===== config.mk =====
export PLATFORM = sky130hd
export DESIGN_NAME = result_drain
export DESIGN_NICKNAME = d
export VERILOG_FILES = /design/src/rtl/result_drain_pkg.sv /design/src/rtl/row_fifo.sv /design/src/rtl/result_drain.sv
export SDC_FILE = /design/constraint.sdc
export NUM_CORES = 1
export LEC_CHECK = 0
export CORE_ASPECT_RATIO = 2
export CORE_UTILIZATION = 55
export CTS_CLUSTER_DIAMETER = 100
export DETAILED_ROUTE_END_ITERATION = 16
export PLACE_DENSITY = 0.75
export RECOVER_POWER = 25
export SYNTH_ARGS = -nofsm -noshare
export SYNTH_HDL_FRONTEND = slang
export SYNTH_SLANG_ARGS = --single-unit

===== constraint.sdc =====
create_clock -name clk -period 23.9 [get_ports clk]
set_clock_uncertainty 0.05 [all_clocks]
set_input_delay 4.78 -clock clk [delete_from_list [all_inputs] [get_ports clk]]
set_output_delay 4.78 -clock clk [all_outputs]
set_load 0.05 [all_outputs]

===== src/rtl/result_drain_pkg.sv =====
// result_drain shared sizing constants and helpers.
// Defaults mirror the array output buffer and tile index configuration.
package result_drain_pkg;

  // Array output configuration the drain is sized against.
  localparam int OUTPUT_BUF_DATASIZE = 32;
  localparam int ARRAYWIDTH          = 8;
  localparam int TILE_ROW_W          = 3;
  localparam int TILE_COL_W          = 5;
  localparam int ROW_FIFO_DEPTH      = 4;

  // Width of a counter that must hold 0..depth inclusive.
  function automatic int level_w(input int depth);
    return $clog2(depth) + 1;
  endfunction

  // Width of one stored row: data, tags and the job-last marker.
  function automatic int entry_w(
    input int data_w,
    input int array_w,
    input int tr_w,
    input int tc_w
  );
    return data_w * array_w + tr_w + tc_w + 1;
  endfunction

endpackage


===== src/rtl/row_fifo.sv =====
// row_fifo: synchronous row buffer with level count.
// A push while full is accepted when a pop happens on the same edge.
module row_fifo
  import result_drain_pkg::*;
#(
  parameter int WIDTH = 8,
  parameter int DEPTH = 4
) (
  input  logic                      clk,
  input  logic                      rst,
  input  logic                      push,
  input  logic                      pop,
  input  logic [WIDTH-1:0]          wdata,
  output logic [WIDTH-1:0]          rdata,
  output logic                      full,
  output logic                      empty,
  output logic [level_w(DEPTH)-1:0] level
);

  localparam int AW = $clog2(DEPTH);
  localparam int LW = level_w(DEPTH);

  logic [WIDTH-1:0] mem [DEPTH];
  logic [AW-1:0]    wr_ptr;
  logic [AW-1:0]    rd_ptr;
  logic [LW-1:0]    cnt;
  logic             do_push;
  logic             do_pop;

  assign empty   = (cnt == '0);
  assign full    = (cnt == LW'(DEPTH));
  assign level   = cnt;
  assign rdata   = mem[rd_ptr];
  assign do_pop  = pop && !empty;
  assign do_push = push && (!full || do_pop);

  // Pointer and occupancy tracking; simultaneous push/pop nets to zero.
  always_ff @(posedge clk) begin
    if (rst) begin
      wr_ptr <= '0;
      rd_ptr <= '0;
      cnt    <= '0;
    end else begin
      if (do_push) wr_ptr <= wr_ptr + 1'b1;
      if (do_pop)  rd_ptr <= rd_ptr + 1'b1;
      cnt <= cnt + LW'(do_push) - LW'(do_pop);
    end
  end

  // Storage array; contents are don't-care while the slot is empty.
  always_ff @(posedge clk) begin
    if (do_push) mem[wr_ptr] <= wdata;
  end

endmodule


===== src/rtl/result_drain.sv =====
// result_drain: buffers array output rows, serializes one element per beat.
// Optional RESULT_DRAIN_CHECKSUM_EN adds a running sum of emitted beats.
module result_drain
  import result_drain_pkg::*;
#(
  parameter int DATA_W  = OUTPUT_BUF_DATASIZE,
  parameter int ARRAY_W = ARRAYWIDTH,
  parameter int DEPTH   = ROW_FIFO_DEPTH,
  parameter int TR_W    = TILE_ROW_W,
  parameter int TC_W    = TILE_COL_W
) (
  input  logic                        clk,
  input  logic                        rst,
  input  logic                        row_valid,
  input  logic [DATA_W*ARRAY_W-1:0]   row_data,
  input  logic [TR_W-1:0]             row_tile_row,
  input  logic [TC_W-1:0]             row_tile_col,
  input  logic                        row_last,
  output logic                        m_valid,
  input  logic                        m_ready,
  output logic [DATA_W-1:0]           m_data,
  output logic [TR_W-1:0]             m_tile_row,
  output logic [TC_W-1:0]             m_tile_col,
  output logic [$clog2(ARRAY_W)-1:0]  m_elem_idx,
  output logic                        m_last,
  output logic                        done,
`ifdef RESULT_DRAIN_CHECKSUM_EN
  output logic [DATA_W-1:0]           checksum,
`endif
  output logic                        overflow,
  output logic [$clog2(DEPTH):0]      fifo_level
);

  localparam int RW = DATA_W * ARRAY_W;
  localparam int IW = $clog2(ARRAY_W);
  localparam int EW = entry_w(DATA_W, ARRAY_W, TR_W, TC_W);
  localparam int LW = level_w(DEPTH);

  localparam logic IDLE = 1'b0;
  localparam logic SEND = 1'b1;

  logic          state;
  logic          state_nxt;

  logic [EW-1:0] wr_entry;
  logic [EW-1:0] head;
  logic [RW-1:0] head_data;
  logic [TR_W-1:0] head_tr;
  logic [TC_W-1:0] head_tc;
  logic          head_last;
  logic          fifo_full;
  logic          fifo_empty;
  logic [LW-1:0] level;

  logic [RW-1:0] sreg;
  logic [IW-1:0] elem_idx;
  logic [TR_W-1:0] cur_tr;
  logic [TC_W-1:0] cur_tc;
  logic          cur_last;
  logic          done_q;
  logic          ovf_q;

  logic          beat;
  logic          at_end;
  logic          load;
  logic          drop;

  assign wr_entry = {row_last, row_tile_col, row_tile_row, row_data};
  assign {head_last, head_tc, head_tr, head_data} = head;

  row_fifo #(
    .WIDTH (EW),
    .DEPTH (DEPTH)
  ) u_fifo (
    .clk   (clk),
    .rst   (rst),
    .push  (row_valid),
    .pop   (load),
    .wdata (wr_entry),
    .rdata (head),
    .full  (fifo_full),
    .empty (fifo_empty),
    .level (level)
  );

  assign at_end = (elem_idx == IW'(ARRAY_W - 1));
  assign beat   = m_valid && m_ready;
  assign load   = !fifo_empty &&
                  ((state == IDLE) || (beat && at_end));
  assign drop   = row_valid && fifo_full && !load;

  // Serializer state register.
  always_ff @(posedge clk) begin
    if (rst) state <= IDLE;
    else     state <= state_nxt;
  end

  // Next state: leave IDLE on any buffered row, return when drained.
  always_comb begin
    state_nxt = state;
    unique case (state)
      IDLE: if (!fifo_empty) state_nxt = SEND;
      SEND: if (beat && at_end && fifo_empty) state_nxt = IDLE;
      default: state_nxt = IDLE;
    endcase
  end

  // Stream outputs decoded from state and the held row.
  always_comb begin
    m_valid = (state == SEND);
    m_last  = (state == SEND) && cur_last && at_end;
  end

  assign m_data     = sreg[DATA_W-1:0];
  assign m_tile_row = cur_tr;
  assign m_tile_col = cur_tc;
  assign m_elem_idx = elem_idx;
  assign done       = done_q;
  assign overflow   = ovf_q;
  assign fifo_level = level;

  // Row shift register: load head on pop, shift one element per beat.
  always_ff @(posedge clk) begin
    if (rst) begin
      sreg     <= '0;
      elem_idx <= '0;
      cur_tr   <= '0;
      cur_tc   <= '0;
      cur_last <= 1'b0;
    end else if (load) begin
      sreg     <= head_data;
      elem_idx <= '0;
      cur_tr   <= head_tr;
      cur_tc   <= head_tc;
      cur_last <= head_last;
    end else if (beat && !at_end) begin
      sreg     <= sreg >> DATA_W;
      elem_idx <= elem_idx + 1'b1;
    end
  end

  // Job completion pulse and sticky drop flag.
  always_ff @(posedge clk) begin
    if (rst) begin
      done_q <= 1'b0;
      ovf_q  <= 1'b0;
    end else begin
      done_q <= beat && m_last;
      if (drop) ovf_q <= 1'b1;
    end
  end

`ifdef RESULT_DRAIN_CHECKSUM_EN
  logic [DATA_W-1:0] csum;

  assign checksum = csum;

  // Running sum; restarts after the done cycle shows the job total.
  always_ff @(posedge clk) begin
    if (rst) begin
      csum <= '0;
    end else if (done_q) begin
      csum <= beat ? m_data : '0;
    end else if (beat) begin
      csum <= csum + m_data;
    end
  end
`endif

endmodule


# Word-level counts from Yosys, hierarchy flattened
# Memories as Yosys holds them, arrays and structs flattened. A register that Yosys moved wholly into a read port is not among the register bits.
# Cells that the tools add are included.
# totals
ram_bits,1060
ff_bits,278
out_inout_bits,50
mem_count,1
inputBits,269
# mem_list
memory,depth,word_bits,rd,rd_clocked_by_memory_dff,write_ports,line_no,text
u_fifo.mem,4,265,1,1,1,row_fifo.sv:23,logic [WIDTH-1:0] mem [DEPTH];
# op_classes
n_reduce_logical,21
bitwise,1
n_eq_ne,2
muxes,9
add_sub_neg,5
# op_table
operator,n
$mux W256,2
$logic_and A1 B1 Y1,12
$eq A3 B3 Y1 const B,2
$add A2 B1 Y2 const B,2
$logic_not A1 Y1,4
$mux W1,4
$mux W2,2
$add A3 B1 Y3,1
$add A3 B1 Y3 const B,1
$logic_not A3 Y1,1
$sub A3 B1 Y3,1
$logic_or A1 B1 Y1,2
$pmux W1 S2,1
$reduce_bool A2 Y1,1
$reduce_or A2 Y1,1
$not A1 Y1,1

# Longest topological paths before layout
# logic_depth
word_depth,9
depth_mapped,12
depth_no_buf,11

# Modules after synthesis
# From an unflattened synthesis, not the netlist that was laid out.
# hier_totals
hier_cells,2949
area_unflattened_um2,51713.3
# modules_own_cells
module,cells_per_inst,n_inst,area_each_um2
row_fifo,1431,1,38961.1
result_drain,1518,1,12752.2

# Worst setup path after synthesis
# Ideal clock, no wire load.
# synth_timing
path_kind,input-to-reg
from,input m_ready
to,"memory u_fifo.mem[0][0] (netlist bit), enable pin"
slack_ns,11.981
setup_time_ns,0.660
stages,3
arrival_time_ns,11.209
n_path_buf,0
cell_sequence,a21boi_4 -> a31oi_2 -> and2_1
# synth_between
elab_chain_cells,9
# synth_lines
element,line_no,text
start: declaration,result_drain.sv:20,"input logic m_ready,"
$logic_and A1 B1 Y1,result_drain.sv:87,assign beat = m_valid && m_ready;
$logic_and A1 B1 Y1,result_drain.sv:89,((state == IDLE) || (beat && at_end));
$logic_or A1 B1 Y1,result_drain.sv:89,
$logic_and A1 B1 Y1,result_drain.sv:88,assign load = !fifo_empty &&
$logic_and A1 B1 Y1,row_fifo.sv:34,assign do_pop = pop && !empty;
$logic_or A1 B1 Y1,row_fifo.sv:35,assign do_push = push && (!full || do_pop);
$logic_and A1 B1 Y1,row_fifo.sv:35,
via u_fifo.do_push,row_fifo.sv:27,logic do_push;
$mux W1,row_fifo.sv:52,if (do_push) mem[wr_ptr] <= wdata;
$mux W1 (implied by the code),row_fifo.sv:52,
end: declaration,row_fifo.sv:23,
# The timed path passes the listed nets, and every way through them passes these cells.

# Final worst setup path
# layout_timing
from,input m_ready
to,register sreg[3]
# layout_between
elab_chain_cells,5
elab_cells_between_ends,7
# layout_lines
element,line_no,text
$logic_and A1 B1 Y1 (*),result_drain.sv:87,
$logic_and A1 B1 Y1,result_drain.sv:89,
$logic_or A1 B1 Y1,result_drain.sv:89,
$logic_and A1 B1 Y1,result_drain.sv:88,
$mux W256 or $reduce_bool A2 Y1 (tied branches),-,
end signal: assignment,result_drain.sv:131,sreg <= head_data;
end signal: assignment,result_drain.sv:137,sreg <= sreg >> DATA_W;
end: declaration,result_drain.sv:55,logic [RW-1:0] sreg;
# Mark *: on every way between the ends. The rest lies on a longest branch, timed or not.
# A chain may end at the register's enable or synchronous reset.

==> flow_metrics.py <==
metrics = {
    "critical_path": {
        "crit_path_frequent_cell": "buf_4",
        "critPathKind": "input port to register",
        "crit_arrival_ns": 9.23,
        "slowest_stage": "buf_4",
        "crit_path_end_kind": "register",
        "rrSetupSlack_ns": 18.87,
        "cp_data_required_time_ns": 24.38,
        "cp_slowest_stage_delay_ns": 0.88,
        "path_delay_family": "buffers and inverters",
        "cp_max_fo": 60,
        "start_kind": "input port",
        "critical_path_buf_inv_count": 5,
        "path_cells": "clkdlybuf4s50_1, nand3b_1, buf_4, buf_4, buf_4, buf_4, mux2i_1, o2bb2ai_1",
    },
    "logic_synthesis": {
        "synth_xor_xnor_area_share_pct": 0.05253,
        "ys_seq_elements": 1340,
        "async_flop_share_pct": 0,
        "yosys.cell_count.top_type": "edfxtp_1",
        "synthTopCellsByCount": "1060 x edfxtp_1, 280 x dfxtp_1, 265 x mux4_2, 249 x o2bb2ai_1, 227 x mux2i_1",
        "synth_top_family_by_area": "multiplexers",
        "ys_warn_count": 0,
        "yosysSeqAreaShare_pct": 74.84,
        "netlist_area_mm2": 0.05002,
        "netlist_instances": 2390,
        "synth-compound-area-share_pct": 4.935,
        "ys_types": 37,
        "synthTopCellsByArea": "edfxtp_1 64%, mux4_2 12%, dfxtp_1 11%",
        "yosys.area_share.simple_pct": 0.6929,
        "synth_fa_ha_area_share_pct": 0.2401,
        "avgSynthCellArea_um2": 20.93,
        "muxShareOfSynthArea_pct": 16.50,
        "synth_nets": 2668,
        "synth_edf_count": 1060,
        "yosysTopAreaCell": "edfxtp_1",
        "yosysTopAreaCellShare_pct": 63.63,
        "ys.flop_type": "edfxtp_1",
    },
    "route": {
        "via_per_inst": 6.054,
        "ant_nets": 0,
        "totalWireLength_um": 103700,
        "num_vias": 24006,
        "first_iter_violations": 1934,
        "post-route-drc-count": 0,
        "dr.pass1.iters": 5,
        "wl_per_cell_um": 26.16,
    },
    "pwr": {
        "power.density_mw_per_mm2": 108.0,
        "switching_share_pct": 27.90,
        "combinationalPowerShare_pct": 21.6,
        "clkPwrFrac_pct": 29.2,
        "p_sw_uw": 1728,
        "p_int_uw": 4465,
        "leakage_uw": 0.01920,
        "power_frac_seq_pct": 49.2,
        "vdd_drop_max_mv": 0.08067,
        "power_uw": 6194,
    },
    "status": {
        "status": "finished clean",
    },
    "sta": {
        "finalSetupViolations": 0,
        "tns_ns": 0,
        "finalHoldViolCount": 0,
        "fin_crit_sh_pct": 36.60,
        "min_period_ns": 8.747,
        "max_freq_ghz": 0.1143,
        "worst-slew-pin-transition_ns": 1.189,
        "drv_slew": 0,
        "slew_headroom_pct": 20.72,
        "rsz0062_at_grt": "false",
    },
    "clock_network": {
        "clock_path_buffers": 3,
        "h-tree-depth": 3,
        "cts_root_buffer": "clkbuf_16",
        "post_cts_resized": 0,
        "numCtsBuffers": 108,
        "cts_tree": "built",
        "clk_latency_ns": 0.71,
        "clock_sinks": 1340,
        "clk_pin_slew_ns": 0.07,
        "cts_setup_buffers": 0,
        "hold_buffers": 0,
    },
    "finish": {
        "seq_area_mm2": 0.03744,
        "layout-drive-gt1-share_pct": 18.15,
        "n_fill_cell": 6088,
        "multiInputGateArea_mm2": 0.01125,
        "final_util_pct": 63.61,
        "syn_to_final_growth_pct": 14.67,
        "final_nets": 2948,
    },
    "floorplanning": {
        "start_util_pct": 55.47,
        "top_level_ports": 319,
        "row_count": 156,
        "core_mm2": 0.09018,
        "die_y_um": 428.5,
        "die_w_um": 215.2,
        "die_area_mm2": 0.09223,
    },
    "global_route": {
        "grt_pass1_vias": 25306,
        "antenna_found_initial": 50,
        "globalRouteTotalUtil_pct": 22.65,
        "grt_pass1_wl_um": 155800,
        "overflow": 0,
        "grt_start_max_net_pins": 88,
    },
    "placement": {
        "hpwl_um": 63100,
        "gp_congestion": 0.7413,
        "io_buffer_count": 318,
    },
    "hold_path": {
        "hp-class": "register to register",
    },
    "job": {
        "drv_cap": 0,
    },
}
## registers in the layout, indices dropped and copies added (netlist names), named ones only
signal	count
cur_last	1
u_fifo.wr_ptr	2
u_fifo.level	3
m_tile_col	5
m_tile_row	3
u_fifo.mem	1060
sreg	256
m_elem_idx	3
m_valid	1
u_fifo.rd_ptr	2
done	1
overflow	1
## final timing paths
kind                               startpoint        end  cells past startpoint
worst min register to register      sreg[225]  sreg[225]                      2
worst min-delay path                sreg[225]  sreg[225]                      2
worst max-delay path                  m_ready    sreg[3]                      8
worst max register to register  m_elem_idx[0]    sreg[3]                      9
## layout by cell type (no fill, tap or decap), types with 2 or more instances in the layout
master and instances:
a21oi_1 12, and2_4 4, and3_1 2, buf_4 37, bufinv_16 8, clkbuf_1 20
clkbuf_16 113, clkbuf_8 12, clkdlybuf4s50_1 156, clkinv_1 7, clkinv_2 24, clkinv_4 7
clkinv_8 2, clkinvlp_4 4, dfxtp_1 278, dfxtp_4 2, diode_2 14, dlygate4sd3_1 162
edfxtp_1 1060, ha_1 8, inv_1 8, inv_4 2, inv_6 6, mux2i_1 227
mux4_2 265, nand2_1 2, nand3_1 41, nor2_1 9, nor2b_1 2, nor3_4 2
o21ai_0 10, o2bb2ai_1 249, o2bb2ai_2 7, or3_1 2, xnor2_1 2
## per-layer routing
layer  track usage (%)  vias to the layer above  share of wire [%]
met3             4.624                      228                6.1
li1                  -                    10450                  -
met2             38.03                      786                 50
met4             7.953                       36                3.1
met1             29.39                    12506                 40
met5                 0                        -               0.21
## area by class of cell
type	count	area share (%)
clock buffer	145	5.349
antenna	14	0.06108
timing repair buffer	355	6.034
tap	1185	2.585
clock inverter	61	1.023
sequential	1340	65.28
inverter	9	0.05890
multi-input combinational	856	19.61
## stage by stage
stage | setup slack [ns] | cells | instance area, µm² | hold WS, ns
5_1_grt | 14.99 | 3955 | 57330 | 0.4434
6_report | 15.15 | 3965 | 57360 | 0.4284
3_3_place_gp | 14.56 | 3745 | 53670 | 0.4122
3_5_place_dp | 14.50 | 3745 | 53670 | 0.4138
4_1_cts | 15.20 | 3951 | 57320 | 0.4309
2_1_floorplan | 11.98 | 2390 | 50020 | 0.3993
## tightest hold or removal path: cells and delay by family (launching register included)
family / cells / cell delay (ns)
flip-flops: 1 / 0.31
AND/OR/NAND/NOR: 1 / 0.06
AO/OA/AOI/OAI: 1 / 0.06
## kinds of logic after synthesis
family,Yosys count
AOI/OAI and AO/OA,285
xor gates and xnor gates,3
adders and majority gates,9
buffers and inverters,194
DFF,1340
muxes,493
and+or+nand+nor,66
## power groups by stage
stage | clock network, µW | logic, µW | registers, µW
2_1_floorplan | 0 | 1100 | 3040
3_3_place_gp | 0 | 1330 | 3080
3_5_place_dp | 0 | 1360 | 3100
4_1_cts | 1840 | 1370 | 3050
5_1_grt | 1920 | 1430 | 3080
6_report | 1810 | 1340 | 3050
(Power assumes the default switching activity.)
